--- src/rtl/key_matrix_scan_if.sv ---
// Keypad-side and event-side signals of the 4x4 matrix scanner.
// The master modport is the scanner; the slave modport is the keypad/consumer side.
interface key_matrix_scan_if;
    logic [3:0] key_col;
    logic [3:0] key_row;
    logic [3:0] key_code;
    logic       key_valid;
    logic       key_down;

    modport master (
        input  key_col,
        output key_row,
        output key_code,
        output key_valid,
        output key_down
    );

    modport slave (
        output key_col,
        input  key_row,
        input  key_code,
        input  key_valid,
        input  key_down
    );
endinterface

--- src/rtl/key_matrix_scan.sv ---
// 4x4 keypad scanner: all-rows press detect, tick-based debounce, row scan,
// one-cycle key event and release debounce.
module key_matrix_scan #(
    parameter int SCAN_DIV  = 50000,
    parameter int DEB_TICKS = 20
) (
    input  logic               Clk,
    input  logic               Rst_n,
    input  logic               En,
    key_matrix_scan_if.master  kp
);
    localparam int DW = (SCAN_DIV > 2) ? $clog2(SCAN_DIV) : 1;
    localparam int CW = $clog2(DEB_TICKS + 1);

    typedef enum logic [2:0] {IDLE, DEBOUNCE, SCAN, PRESSED, RELEASE} state_t;

    state_t        state, state_n;
    logic [3:0]    col_m, col_s;
    logic [DW-1:0] div_cnt;
    logic          tick;
    logic [CW-1:0] deb_cnt, deb_n, rel_cnt, rel_n;
    logic [1:0]    row_idx, row_idx_n, low_col;
    logic [3:0]    key_row_q, row_n, key_code_q, code_n;
    logic          key_valid_q, valid_n, key_down_q, down_n;
    logic          any_pressed;

    // NOTE: sequential state uses non-blocking assignments so every flop samples pre-edge values.
    always_ff @(posedge Clk or negedge Rst_n) begin
        if (!Rst_n) begin
            col_m <= 4'b1111;
            col_s <= 4'b1111;
        end else begin
            col_m <= kp.key_col;
            col_s <= col_m;
        end
    end

    assign any_pressed = (col_s != 4'b1111);
    assign tick        = En && (div_cnt == DW'(SCAN_DIV - 1));

    always_ff @(posedge Clk or negedge Rst_n) begin
        if (!Rst_n)            div_cnt <= '0;
        else if (!En || tick)  div_cnt <= '0;
        else                   div_cnt <= div_cnt + DW'(1);
    end

    // Lowest active column wins when several columns read low on the driven row.
    always_comb begin
        low_col = 2'd3;
        if (!col_s[0])      low_col = 2'd0;
        else if (!col_s[1]) low_col = 2'd1;
        else if (!col_s[2]) low_col = 2'd2;
    end

    // NOTE: every signal written here gets a default first, so no latch is inferred.
    always_comb begin
        state_n   = state;
        deb_n     = deb_cnt;
        rel_n     = rel_cnt;
        row_idx_n = row_idx;
        code_n    = key_code_q;
        if (!En) begin
            state_n   = IDLE;
            deb_n     = '0;
            rel_n     = '0;
            row_idx_n = 2'd0;
        end else begin
            case (state)
                IDLE: if (tick && any_pressed) begin
                    state_n = DEBOUNCE;
                    deb_n   = CW'(1);
                end
                DEBOUNCE: if (tick) begin
                    if (!any_pressed)                  state_n = IDLE;
                    else if (deb_cnt == CW'(DEB_TICKS)) begin
                        state_n   = SCAN;
                        row_idx_n = 2'd0;
                    end else                           deb_n = deb_cnt + CW'(1);
                end
                SCAN: if (tick) begin
                    if (any_pressed) begin
                        code_n  = {row_idx, low_col};
                        state_n = PRESSED;
                    end else if (row_idx == 2'd3)      state_n = IDLE;
                    else                               row_idx_n = row_idx + 2'd1;
                end
                PRESSED: begin
                    state_n = RELEASE;
                    rel_n   = '0;
                end
                RELEASE: if (tick) begin
                    if (any_pressed)                       rel_n = '0;
                    else if (rel_cnt == CW'(DEB_TICKS - 1)) state_n = IDLE;
                    else                                   rel_n = rel_cnt + CW'(1);
                end
                default: state_n = IDLE;
            endcase
        end

        // Outputs follow the next state so they register alongside it.
        if (!En)                                         row_n = 4'b1111;
        else if (state_n == SCAN || state_n == PRESSED)  row_n = ~(4'b0001 << row_idx_n);
        else                                             row_n = 4'b0000;
        valid_n = En && (state_n == PRESSED);
        down_n  = En && (state_n == PRESSED || state_n == RELEASE);
    end

    always_ff @(posedge Clk or negedge Rst_n) begin
        if (!Rst_n) begin
            state       <= IDLE;
            deb_cnt     <= '0;
            rel_cnt     <= '0;
            row_idx     <= 2'd0;
            key_row_q   <= 4'b1111;
            key_code_q  <= 4'h0;
            key_valid_q <= 1'b0;
            key_down_q  <= 1'b0;
        end else begin
            state       <= state_n;
            deb_cnt     <= deb_n;
            rel_cnt     <= rel_n;
            row_idx     <= row_idx_n;
            key_row_q   <= row_n;
            key_code_q  <= code_n;
            key_valid_q <= valid_n;
            key_down_q  <= down_n;
        end
    end

    assign kp.key_row   = key_row_q;
    assign kp.key_code  = key_code_q;
    assign kp.key_valid = key_valid_q;
    assign kp.key_down  = key_down_q;
endmodule

--- src/flat_wrapper.sv ---
// flat-port wrapper written by rule: the top's interface ports become plain ports
module key_matrix_scan_flat 
#(
    parameter int SCAN_DIV  = 50000,
    parameter int DEB_TICKS = 20
)
  (Clk, Rst_n, En, kp_key_col, kp_key_row, kp_key_code, kp_key_valid, kp_key_down);
  key_matrix_scan_if kp_i ();
  input  logic Clk;
  input  logic Rst_n;
  input  logic En;
  input wire logic [$bits(kp_i.key_col)-1:0] kp_key_col;
  output wire logic [$bits(kp_i.key_row)-1:0] kp_key_row;
  output wire logic [$bits(kp_i.key_code)-1:0] kp_key_code;
  output wire logic [$bits(kp_i.key_valid)-1:0] kp_key_valid;
  output wire logic [$bits(kp_i.key_down)-1:0] kp_key_down;
  assign kp_i.key_col = kp_key_col;
  assign kp_key_row = kp_i.key_row;
  assign kp_key_code = kp_i.key_code;
  assign kp_key_valid = kp_i.key_valid;
  assign kp_key_down = kp_i.key_down;
  key_matrix_scan #(.SCAN_DIV(SCAN_DIV), .DEB_TICKS(DEB_TICKS)) u_core (.Clk(Clk), .Rst_n(Rst_n), .En(En), .kp(kp_i));
endmodule
--- config.mk ---
export PLATFORM = sky130hd
export DESIGN_NAME = key_matrix_scan_flat
export DESIGN_NICKNAME = d
export VERILOG_FILES = /design/src/rtl/key_matrix_scan_if.sv /design/src/rtl/key_matrix_scan.sv /design/src/flat_wrapper.sv
export SDC_FILE = /design/constraint.sdc
export NUM_CORES = 1
export LEC_CHECK = 0
export CAP_MARGIN = 15
export CORE_MARGIN = 3
export CORE_UTILIZATION = 46
export CTS_CLUSTER_SIZE = 12
export DETAILED_ROUTE_END_ITERATION = 8
export PLACE_DENSITY = 0.75
export SLEW_MARGIN = 20
export SYNTH_ARGS = -nofsm -noshare
export SYNTH_HDL_FRONTEND = slang
export SYNTH_SLANG_ARGS = --single-unit
--- constraint.sdc ---
create_clock -name Clk -period 4.8 [get_ports Clk]
set_input_delay 0.96 -clock Clk [delete_from_list [all_inputs] [get_ports Clk]]
set_output_delay 0.96 -clock Clk [all_outputs]
set_load 0.02 [all_outputs]
Word level (Yosys, flattened, before mapping)
Cells that the tools add are included.
Word-level totals
  word-level logic and storage cells: 86
  register bits: 49
  output and inout port bits: 10
  input bits: 7
Operators by class
  $add $sub $neg: 4
  shifts and indexed selects: 1
  reductions and logical operators: 12
  bitwise operators: 1
  muxes and demuxes: 37
  eq/ne operators: 20
Operator list (number)
  $mux 5: 9
  $mux 3: 11
  $pmux 5 s2: 2
  $mux 2: 9
  $add 16x1->16 const B: 1
  $eq 16x16->1 const B: 1
  $mux 16: 1
  $pmux 3 s5: 1
  $eq 3x2->1 const B: 4
  $ne 3x2->1 const B: 4
  $add 5x1->5 const B: 2
  $eq 5x5->1 const B: 2
  $mux 4: 2
  $eq 3x3->1 const B: 2
  $ne 3x1->1 const B: 2
  $reduce_and 5->1: 1
  $logic_and 1x1->1: 4
  $ne 4x3->1 const B: 1
  $ne 4x4->1 const B: 1
  $not 4->4: 1
  $pmux 2 s2: 1
  $reduce_and 4->1: 1
  $shl 1x2->4 const A: 1
  $eq 3x1->1 const B: 1
  8 further kinds: 10

Depth between registers and ports, before layout
Gate-level depths: netlist (run 1).
  word-level depth: 10
  gate-level depth with buffers: 8
  mapped depth without buffers: 8

Least setup slack after synthesis (run 1)
No wires, ideal clock.
  path kind: input-to-reg
  start: input En
  end: register u_core.key_row_q[2] (netlist: u_core.kp.key_row[2])
  stages on the path: 7
  data required time: 4.723 ns
  data arrival time: 2.439 ns
  buffers on the path: 1
  library setup time: 0.077 ns
  setup slack: 2.284 ns
  cells stage by stage: buf_2 -> nand4bb_1 -> or4_4 -> nor4_2 -> nor3_4 -> nand2b_1 -> a21o_1
Between the ends
  cells in the longest elaborated chain, start to end: 9
RTL lines
  start: declaration: line flat_wrapper.sv:11  | input logic En;
  $logic_and 1x1->1: line key_matrix_scan.sv:39  | assign tick = En && (div_cnt == DW'(SCAN_DIV - 1));
  $logic_and 1x1->1: line key_matrix_scan.sv:69  | IDLE: if (tick && any_pressed) begin
  $mux 3: line key_matrix_scan.sv:69
  $pmux 3 s5: line key_matrix_scan.sv:68  | case (state)
  $mux 3: line key_matrix_scan.sv:62  | if (!En) begin
  $eq 3x2->1: line key_matrix_scan.sv:102  | else if (state_n == SCAN || state_n == PRESSED) row_n = ~(4'b0001 << row_idx_n);
  $logic_or 1x1->1: line key_matrix_scan.sv:102
  $mux 4: line key_matrix_scan.sv:102
  $mux 4 *: line key_matrix_scan.sv:101  | if (!En) row_n = 4'b1111;
  via u_core.row_n[2]: line key_matrix_scan.sv:23  | logic [3:0] key_row_q, row_n, key_code_q, code_n;
  end signal: assignment: line key_matrix_scan.sv:123  | key_row_q <= row_n;
  end: declaration: line key_matrix_scan.sv:23
The timed path passes the listed nets; every way through them passes the cells marked *.
A chain may end at the register's enable or synchronous reset.

Worst setup path after layout (run 1)
Same ends and word-level chain as after synthesis.

==> results of run 1 <==
## sequential cells by signal (all words and copies together) (netlist names), 2 cells and up
register,cells
u_core.row_idx,2
u_core.col_m,4
u_core.kp.key_row,4
u_core.deb_cnt,5
u_core.col_s,4
u_core.div_cnt,16
u_core.rel_cnt,5
u_core.kp.key_code,4
u_core.state,3
## worst max path at each step
stage	start	end	slack [ns]	cells after the start
floorplan	En	u_core.kp.key_row[2]$_DFF_PN1_	2.28	7
global placement	En	u_core.kp.key_row[2]$_DFF_PN1_	1.69	8
detailed placement	En	u_core.kp.key_row[2]$_DFF_PN1_	1.63	8
CTS	En	u_core.kp.key_row[2]$_DFF_PN1_	1.95	8
global route	En	u_core.kp.key_row[2]$_DFF_PN1_	1.82	8
finish	En	u_core.kp.key_row[2]$_DFF_PN1_	1.95	8
## layout make-up
cell class	instances	area (µm²)	share of cell area
Sequential cell	49	1241	0.4584
Multi-Input combinational cell	168	1094	0.4039
Timing Repair Buffer	17	165.2	0.06100
Tap cell	67	83.83	0.03096
Clock buffer	5	68.82	0.02542
Inverter	8	30.03	0.01109
Clock inverter	3	25.02	0.009242
## where the power goes
part           internal (mW)  switching [mW]  leakage (nW)  total, mW
clock                  0.106           0.149        0.0452      0.256
combinational         0.0162          0.0257         0.443     0.0419
sequential             0.425         0.00649         0.640      0.432
## per-layer routing
layer / global-route usage / wire (µm)
met5: 0 / 0
met3: 0.04472 / 165
met2: 0.2628 / 2068
met4: 0.04720 / 53
met1: 0.2216 / 2197
## cell usage after synthesis (2+ instances only)
master     n  area, µm²
a211o_1    2      17.52
a21o_1     3      22.52
a21oi_1    4      20.02
and3_1     7      43.79
buf_2      2      10.01
clkbuf_1   3      11.26
dfrtp_1   37      925.9
dfstp_2   12      315.3
ha_1       4      50.05
inv_1      7      26.28
mux2i_1    2      20.02
nand2_1   27      101.4
nand2b_1   3      18.77
nand3_1   14      70.07
nand4_1    7      43.79
nor2_1    22      82.58
nor2b_1    3      18.77
nor3_1     4      20.02
nor4_1     4      25.02
o21ai_0   14      70.07
o31ai_1    3      22.52
xnor2_1    3      26.28
xor2_1    11      96.34
## kinds of logic after synthesis
group	Yosys count	synth area share
adder cells (fa/ha/maj)	4	0.02088
XOR/XNOR	14	0.05115
AO/OA/AOI/OAI	36	0.1018
buffers and inverters	15	0.02766
multiplexers	2	0.008351
AND/OR/NAND/NOR	112	0.2724
flip-flops	49	0.5177
## per-stage QoR
stage	cells	hold WS, ns	area, µm²
after floorplan	232	0.3452	2397
after global placement	309	0.3455	2608
after detailed placement	309	0.3472	2608
after CTS	317	0.3613	2701
after global routing	317	0.3643	2708
final	317	0.3602	2708
## worst max-delay path: stages
cell	delay, ns
clkdlybuf4s50_1	0.45
buf_4	0.22
nand4bb_1	0.17
or4_4	0.52
nor4_2	0.31
nor3_4	0.11
nand2b_1	0.18
a21o_1	0.18
==> qor.txt, run 1 <==
SETUP PATH
--------------------------------------------------------------------------------------
CP startpoint kind                                                          input port
Worst Path Max Fanout                                                               18
Worst setup EP type                                                          flip-flop
R2r startpoint                                                            u_core.div_cnt[0]$_DFF_PN0_
Setup slack, reg-to-reg                                                        2.52 ns
Data required, critical path                                                   5.05 ns
Path type of the worst setup path                                         input port to flip-flop
R2R depth                                                                            7
End of the worst register-to-register path                                u_core.kp.key_row[2]$_DFF_PN1_
WP data arrival                                                                3.10 ns

POWER
--------------------------------------------------------------------------------------
Static power due to leakage                                                   1.128 nW
Overall power of the completed layout                                        0.7292 mW
Worst vdd ir                                                                0.09671 mV
Power density relative to cell area                                       269.3 nW/µm²

GRT
--------------------------------------------------------------------------------------
Total grt overflow                                                                   0
Pin count of the biggest net entering global routing                                50
Number of antenna violations at the first check in global routing                    0
Global-route usage over all layers                                              0.1650
Via count of the first global-routing pass                                        1738
Wire length of the first global-routing pass                                   8093 µm

FLOORPLAN
--------------------------------------------------------------------------------------
Top-Level Pins                                                                      17
Die height                                                                    78.19 µm
Area of the core region                                                       4880 µm²
Chip width                                                                    78.19 µm
Core Rows                                                                           25
Starting density of the core                                                    0.4913
Overall die area                                                              6114 µm²

CTS
--------------------------------------------------------------------------------------
Post-cts repair resize count                                                         0
# hold bufs at CTS                                                                   0
Number of buffers inserted during clock tree synthesis                               5
Buffer depth of the longest clock path                                               2
Clock Latency Late Sink                                                        0.31 ns
Clock transition at the registers of the reported paths                        0.09 ns
CTS tree                                                                         built
Clk sinks                                                                           49
Clock root buffer                                                             clkbuf_8
Number of H-tree branching levels                                                    2
Number of post-CTS setup repair buffers                                              0

PLACEMENT
--------------------------------------------------------------------------------------
Detailed placement HPWL                                                        3210 µm
Setup Slack @ Placement                                                       1.634 ns
Count of port buffers added during placement                                        16
Weighted congestion reported at the end of routability-driven placement         0.7954

DETAILED ROUTING
--------------------------------------------------------------------------------------
Drt via density                                                                  5.397
Final ANT Viol Nets                                                                  0
Routed WL per cell                                                            14.15 µm
Number of remaining DRC errors                                                       0
Number of detailed-route iterations in the first pass                                4
Total routed wirelength                                                        4484 µm
Vias post-DR                                                                      1711
Iteration-0 DRC count of the detailed router                                       114

OUTCOME
--------------------------------------------------------------------------------------
Status                                                                    finished, final reports clean

TIMING
--------------------------------------------------------------------------------------
Tightest Pin Transition                                                      0.6247 ns
Final clock skew                                                           0.005460 ns
Final-report hold violation count                                                    0
Post-route worst setup slack                                                  1.947 ns
Post-layout min period                                                        2.853 ns
Post-route fraction of the period consumed by the critical path                 0.5945
Unrepaired setup endpoints after global routing                                     no
Final Max Slew Viols                                                                 0
Slew HR                                                                         0.5834
Achievable frequency                                                         350.4 MHz
Setup Viol. Count Final                                                              0
TNS Setup                                                                         0 ns

FINAL LAYOUT
--------------------------------------------------------------------------------------
Util after Layout                                                               0.5549
N_diodes                                                                             0
Number of inserted filler cells in the final layout                                449
Commonest cells after routing, fill and taps aside                        dfrtp_1, nand2_1, nor2_1
Fraction of final layout cells with drive strength greater than 1               0.1480
Area Overhead vs Synth                                                          12.94%
Layout Nets                                                                        260
Leading cell type in the layout, fill and taps excluded                        dfrtp_1

MIN PATH
--------------------------------------------------------------------------------------
Number of cells traversed by the worst hold path                                     0
Startpoint of the tightest hold check path                                u_core.col_m[1]$_DFF_PN1_
Type of the tightest min-delay check                                      flip-flop to flip-flop
WHS Endpoint                                                              u_core.col_s[1]$_DFF_PN1_

SYNTH
--------------------------------------------------------------------------------------
Portion of the post-synthesis area used by sequential elements                  0.5177
Yosys warning total                                                                  0
Count of unique library cells instantiated by Yosys                                 57
Synthesized netlist cell count                                                     232
Most used flip-flop cell after synthesis                                       dfrtp_1
Post-Syn Nets                                                                      243
Mapped Avg Cell Area                                                         10.33 µm²
Asr flop ratio synth                                                             1.000
Mapped Area                                                                   2397 µm²
Number of synthesized register bits                                                 49
Number of enable-type register cells in the synthesized netlist                      0

JOB
--------------------------------------------------------------------------------------
Max-cap check violation count                                                        0

Power figures use the tool's default switching activity.
==> run 2, diff against run 1 <==
--- a/config.mk
+++ b/config.mk
@@ -10,7 +10,7 @@
 export CORE_UTILIZATION = 46
 export CTS_CLUSTER_SIZE = 12
 export DETAILED_ROUTE_END_ITERATION = 8
-export PLACE_DENSITY = 0.75
+export PLACE_DENSITY = 0.77
 export SLEW_MARGIN = 20
 export SYNTH_ARGS = -nofsm -noshare
 export SYNTH_HDL_FRONTEND = slang
==> constraint.sdc (replaced) <==
create_clock -name Clk -period 2.6 [get_ports Clk]
set_input_delay 0.52 -clock Clk [delete_from_list [all_inputs] [get_ports Clk]]
set_output_delay 0.52 -clock Clk [all_outputs]
set_load 0.02 [all_outputs]
==> run 2 against run 1 <==
Cell area up 1.7%. Clock-buffer cell count unchanged. Global-route usage about the same. Power up 95%. Clock power up 110%. Sequential power up 84%. Critical path depth down 1. First-iteration DRC count up 22%. Highest routed layer unchanged.
==> qor.txt, run 2 (synthesized netlist as in run 1, its figures left out) <==
TIMING
--------------------------------------------------------------------------------------
Setup Viol. Count Final                                                              0
Final Hold Slack                                                             0.3481 ns
Achievable frequency                                                         442.2 MHz
Post-route fraction of the period consumed by the critical path                 0.8698
Final clock skew                                                           0.008160 ns
Final Max Slew Viols                                                                 0
Post-layout min period                                                        2.262 ns
Final-report hold violation count                                                    0
Slew HR                                                                         0.3823
Tightest Pin Transition                                                      0.9266 ns
TNS Setup                                                                         0 ns
Unrepaired setup endpoints after global routing                                     no

POWER
--------------------------------------------------------------------------------------
Static power due to leakage                                                   1.153 nW
Worst vdd ir                                                                 0.2558 mV
Power density relative to cell area                                       516.4 nW/µm²

CTS
--------------------------------------------------------------------------------------
Number of buffers inserted during clock tree synthesis                               5
Clock Latency Late Sink                                                        0.31 ns
Buffer depth of the longest clock path                                               2
Number of post-CTS setup repair buffers                                              0
CTS tree                                                                         built
Clock root buffer                                                             clkbuf_8
Clock transition at the registers of the reported paths                        0.09 ns
Clk sinks                                                                           49
Number of H-tree branching levels                                                    2
# hold bufs at CTS                                                                   0
Post-cts repair resize count                                                         0

SETUP PATH
--------------------------------------------------------------------------------------
Worst setup EP type                                                          flip-flop
CP startpoint kind                                                           flip-flop
WP data arrival                                                                2.50 ns
Path type of the worst setup path                                         flip-flop to flip-flop
Worst Path Max Fanout                                                                5
Data required, critical path                                                   2.83 ns

DETAILED ROUTING
--------------------------------------------------------------------------------------
Final ANT Viol Nets                                                                  0
Number of remaining DRC errors                                                       0
Drt via density                                                                  5.586
Number of detailed-route iterations in the first pass                                4
Vias post-DR                                                                      1793
Iteration-0 DRC count of the detailed router                                       139
Routed WL per cell                                                            14.22 µm
Total routed wirelength                                                        4565 µm

FINAL LAYOUT
--------------------------------------------------------------------------------------
Fraction of final layout cells with drive strength greater than 1               0.1575
Largest register by flop count                                            u_core.div_cnt
Commonest cells after routing, fill and taps aside                        dfrtp_1, nand2_1, nor2_1
Number of flip-flops under the largest register name                                16
Largest registers                                                         u_core.div_cnt x16, u_core.deb_cnt x5, u_core.rel_cnt x5
Layout Nets                                                                        264
Area Overhead vs Synth                                                          14.82%
Util after Layout                                                               0.5641
Leading cell type in the layout, fill and taps excluded                        dfrtp_1
N_diodes                                                                             0

GRT
--------------------------------------------------------------------------------------
Wire length of the first global-routing pass                                   8079 µm
Global-route usage over all layers                                              0.1646
Number of antenna violations at the first check in global routing                    0
Via count of the first global-routing pass                                        1747
Pin count of the biggest net entering global routing                                44
Total grt overflow                                                                   0

FLOORPLAN
--------------------------------------------------------------------------------------
Die height                                                                    78.19 µm
Core Rows                                                                           25
Chip width                                                                    78.19 µm
Overall die area                                                              6114 µm²
Top-Level Pins                                                                      17
Area of the core region                                                       4880 µm²
Starting density of the core                                                    0.4913

MIN PATH
--------------------------------------------------------------------------------------
Type of the tightest min-delay check                                      input port to asynchronous set/reset pin

PLACEMENT
--------------------------------------------------------------------------------------
Weighted congestion reported at the end of routability-driven placement         0.8232
Detailed placement HPWL                                                        3308 µm
Count of port buffers added during placement                                        16

JOB
--------------------------------------------------------------------------------------
Max-cap check violation count                                                        0

OUTCOME
--------------------------------------------------------------------------------------
Status                                                                    finished, final reports clean

-- run 2: cell types whose count changed in the layout (fill, tap and decap cells not counted) --
cell | before | now
bufinv_16 | 0 | 1
buf_2 | 0 | 1
inv_6 | 2 | 0
clkinv_4 | 0 | 1
o21ai_1 | 0 | 1
o21ai_2 | 1 | 0
buf_4 | 2 | 5
-- run 2: per-stage QoR --
| step | setup slack, ns | power [mW] | instances | cell area (µm²) |
|---|---|---|---|---|
| 6_report | 0.3385 | 1.421 | 321 | 2753 |
| 3_3_place_gp | 0.1408 | 0.8904 | 313 | 2638 |
| 3_5_place_dp | 0.08681 | 0.8939 | 313 | 2638 |
| 4_1_cts | 0.3187 | 1.442 | 321 | 2753 |
| 5_1_grt | 0.1544 | 1.481 | 321 | 2753 |
| 2_1_floorplan | 0.5243 | 0.8471 | 232 | 2397 |
-- run 2: critical path: stages (launching register included) --
cell and delay (ns):
dfrtp_1 0.40, ha_1 0.23, nand3_1 0.21, or4_4 0.58, nor4_2 0.32, nor3_4 0.10, nand2b_1 0.17, a21o_1 0.18
-- run 2: worst paths after layout --
check	from	to	slack, ns	depth (start not counted)
worst max register to register	u_core.div_cnt[0]$_DFF_PN0_	u_core.kp.key_row[2]$_DFF_PN1_	0.34	7
min in group Clk	u_core.col_m[3]$_DFF_PN1_	u_core.col_s[3]$_DFF_PN1_	0.36	0
worst min-delay path	Rst_n	u_core.kp.key_code[2]$_DFFE_PN0P_	0.35	1
worst min register to register	u_core.col_m[3]$_DFF_PN1_	u_core.col_s[3]$_DFF_PN1_	0.36	0
worst max-delay path	u_core.div_cnt[0]$_DFF_PN0_	u_core.kp.key_row[2]$_DFF_PN1_	0.34	7
max in group asynchronous	Rst_n	u_core.col_s[0]$_DFF_PN1_	1.54	2
-- run 2: layout make-up --
class,instances,area [µm²]
clock inverter,3,46.29
sequential,49,1241
timing repair buffer,21,192.7
clock buffer,5,68.82
tap,67,83.83
multi-input combinational,168,1090
fill,453,2127
inverter,8,30.03
-- run 2: power by group --
group,switching (mW),internal (mW)
registers,0.0121,0.785
clock network,0.256,0.288
logic,0.0482,0.0323
total,0.316,1.11
-- run 2: per-layer routing --
metal | global-route usage | part of all wire
met5 | 0 | 0
met2 | 0.2731 | 0.50
met4 | 0.05420 | 0.014
met1 | 0.2130 | 0.45
met3 | 0.03784 | 0.036
==> run 3, diff against run 2 <==
--- a/config.mk
+++ b/config.mk
@@ -7,10 +7,10 @@
 export LEC_CHECK = 0
 export CAP_MARGIN = 15
 export CORE_MARGIN = 3
-export CORE_UTILIZATION = 46
+export CORE_UTILIZATION = 52
 export CTS_CLUSTER_SIZE = 12
 export DETAILED_ROUTE_END_ITERATION = 8
-export PLACE_DENSITY = 0.77
+export PLACE_DENSITY = 0.85
 export SLEW_MARGIN = 20
 export SYNTH_ARGS = -nofsm -noshare
 export SYNTH_HDL_FRONTEND = slang
==> run 3 against run 2 <==
Clock-buffer cell count unchanged. Sequential share of layout area up 0.12 points. Sequential power is essentially flat. Maximum frequency increased by 1.1%. Via count decreased by 0.61%. Clock skew about the same. Clock power up 16%. Sequential cell count unchanged. Hold slack got worse by 0.046 ns. Setup slack improved by 0.024 ns. Highest routed layer unchanged.
==> qor.txt, run 3 (synthesized netlist as in run 1, its figures left out) <==
TIMING
--------------------------------------------------------------------------------------
Final-report hold violation count                                                    0
Final Hold Slack                                                             0.3020 ns
Tightest Pin Transition                                                      0.5898 ns
Slew HR                                                                         0.6068
Setup Viol. Count Final                                                              0
Achievable frequency                                                         446.9 MHz
Final clock skew                                                           0.008227 ns
Unrepaired setup endpoints after global routing                                     no
Post-route worst setup slack                                                 0.3622 ns
Final Max Slew Viols                                                                 0
Post-route fraction of the period consumed by the critical path                 0.8607
Post-layout min period                                                        2.238 ns
TNS Setup                                                                         0 ns

FINAL LAYOUT
--------------------------------------------------------------------------------------
Layout Nets                                                                        263
Largest register by flop count                                            u_core.div_cnt
Commonest cells after routing, fill and taps aside                        dfrtp_1, nand2_1, nor2_1
N_diodes                                                                             0
Number of inserted filler cells in the final layout                                354
Sequential standard cell area                                                 1241 µm²
Area Overhead vs Synth                                                          14.51%
Largest registers                                                         u_core.div_cnt x16, u_core.deb_cnt x5, u_core.rel_cnt x5
Number of flip-flops under the largest register name                                16
Leading cell type in the layout, fill and taps excluded                        dfrtp_1
Fraction of final layout cells with drive strength greater than 1               0.1542
Area of the multi-input gates                                                 1090 µm²

POWER
--------------------------------------------------------------------------------------
Part of the total power dissipated in combinational logic                        0.052
Static power due to leakage                                                   1.162 nW
Worst vdd ir                                                                 0.4857 mV
Power density relative to cell area                                       548.5 nW/µm²
Internal power                                                                1.198 mW
Power spent charging and discharging nets                                    0.3074 mW
Clock power frac                                                                 0.418
Part of the power in registers                                                   0.530
Switching Share                                                                 0.2041

DETAILED ROUTING
--------------------------------------------------------------------------------------
Iteration-0 DRC count of the detailed router                                       107
Number of detailed-route iterations in the first pass                                4
Number of remaining DRC errors                                                       0
Vias post-DR                                                                      1782
Final ANT Viol Nets                                                                  0
Total routed wirelength                                                        4546 µm
Drt via density                                                                  5.843
Routed WL per cell                                                            14.90 µm

GRT
--------------------------------------------------------------------------------------
Number of antenna violations at the first check in global routing                    0
Via count of the first global-routing pass                                        1798
Total grt overflow                                                                   0
Wire length of the first global-routing pass                                   8086 µm
Global-route usage over all layers                                              0.1903
Pin count of the biggest net entering global routing                                50

SETUP PATH
--------------------------------------------------------------------------------------
Worst Path Max Fanout                                                                4
End of the worst register-to-register path                                u_core.rel_cnt[3]$_DFFE_PN0P_
Worst path buffer plus inverter count                                                1
Path type of the worst setup path                                         input port to flip-flop
R2R depth                                                                            5
Worst setup EP type                                                          flip-flop
CP startpoint kind                                                          input port
Cell depth of the worst setup path                                                   7
R2r startpoint                                                            u_core.div_cnt[10]$_DFF_PN0_
Highest-delay cell along the critical path                                       or4_4
Setup slack, reg-to-reg                                                        0.43 ns
Largest incremental delay on the critical path                                 0.52 ns
Data required, critical path                                                   2.83 ns
Worst-path cell chain                                                     clkdlybuf4s50_1 > nand4bb_1 > or4_4 > nor4_2 > nor3_4 > nand2b_1 > a21o_1
Cell family with most CP delay                                            simple AND/OR/NAND/NOR gates
WP data arrival                                                                2.47 ns

PLACEMENT
--------------------------------------------------------------------------------------
Count of port buffers added during placement                                        16
Weighted congestion reported at the end of routability-driven placement         0.8338
Setup Slack @ Placement                                                     0.06907 ns
Detailed placement HPWL                                                        3267 µm

CTS
--------------------------------------------------------------------------------------
Number of H-tree branching levels                                                    2
Clk sinks                                                                           49
Clock transition at the registers of the reported paths                        0.09 ns
Clock Latency Late Sink                                                        0.30 ns
Clock root buffer                                                             clkbuf_8
Number of post-CTS setup repair buffers                                              0
Post-cts repair resize count                                                         0
Number of buffers inserted during clock tree synthesis                               5
# hold bufs at CTS                                                                   0
Buffer depth of the longest clock path                                               2
CTS tree                                                                         built

FLOORPLAN
--------------------------------------------------------------------------------------
Die height                                                                    73.90 µm
Area of the core region                                                       4414 µm²
Overall die area                                                              5461 µm²
Starting density of the core                                                    0.5431
Core Rows                                                                           24
Top-Level Pins                                                                      17
Chip width                                                                    73.90 µm

OUTCOME
--------------------------------------------------------------------------------------
Status                                                                    finished, final reports clean

JOB
--------------------------------------------------------------------------------------
Max-cap check violation count                                                        0

MIN PATH
--------------------------------------------------------------------------------------
Type of the tightest min-delay check                                      input port to asynchronous set/reset pin

-- run 3: cell count changes in the layout (fill, tap and decap cells not counted), sizes merged --
cell,before,now
bufinv,1,2
clkinvlp,1,0
buf,6,5
-- run 3: worst max-delay path by stage --
stage / start / endpoint / slack (ns)
2_1_floorplan: En / u_core.kp.key_row[2]$_DFF_PN1_ / 0.52
3_3_place_gp: En / u_core.kp.key_row[2]$_DFF_PN1_ / 0.12
3_5_place_dp: En / u_core.kp.key_row[2]$_DFF_PN1_ / 0.07
4_1_cts: En / u_core.kp.key_row[2]$_DFF_PN1_ / 0.39
5_1_grt: u_core.div_cnt[0]$_DFF_PN0_ / u_core.kp.key_row[2]$_DFF_PN1_ / 0.30
6_report: En / u_core.kp.key_row[2]$_DFF_PN1_ / 0.36
-- run 3: stage by stage --
step           area (µm²)  std cells    util  total power, mW
2_1_floorplan        2397        232       -           0.8471
3_3_place_gp         2611        297  0.5916           0.8883
3_5_place_dp         2611        297  0.5916           0.8924
4_1_cts              2745        305  0.6219            1.520
5_1_grt              2745        305  0.6219            1.552
6_report             2745        305  0.6219            1.506
-- run 3: final cells by class --
type | instances | share of cell area
Timing Repair Buffer | 20 | 0.06746
Multi-Input combinational cell | 168 | 0.3970
Tap cell | 52 | 0.02370
Inverter | 8 | 0.01094
Clock buffer | 5 | 0.02507
Sequential cell | 49 | 0.4521
Clock inverter | 3 | 0.02370
-- run 3: power by group through the flow --
stage | Sequential, mW | Clock (mW) | Combinational, mW
after floorplan | 0.815 | 0 | 0.0323
after global placement | 0.811 | 0 | 0.0775
after detailed placement | 0.812 | 0 | 0.0802
after CTS | 0.798 | 0.642 | 0.0804
after global routing | 0.801 | 0.661 | 0.0892
final | 0.798 | 0.629 | 0.0787
-- run 3: routing by layer --
layer / global-route usage / routed length [µm] / up-vias
li1: - / - / 863
met1: 0.2555 / 2067 / 867
met2: 0.3002 / 2183 / 46
met3: 0.04514 / 233 / 6
met4: 0.07042 / 63 / 0
met5: 0 / 0 / -
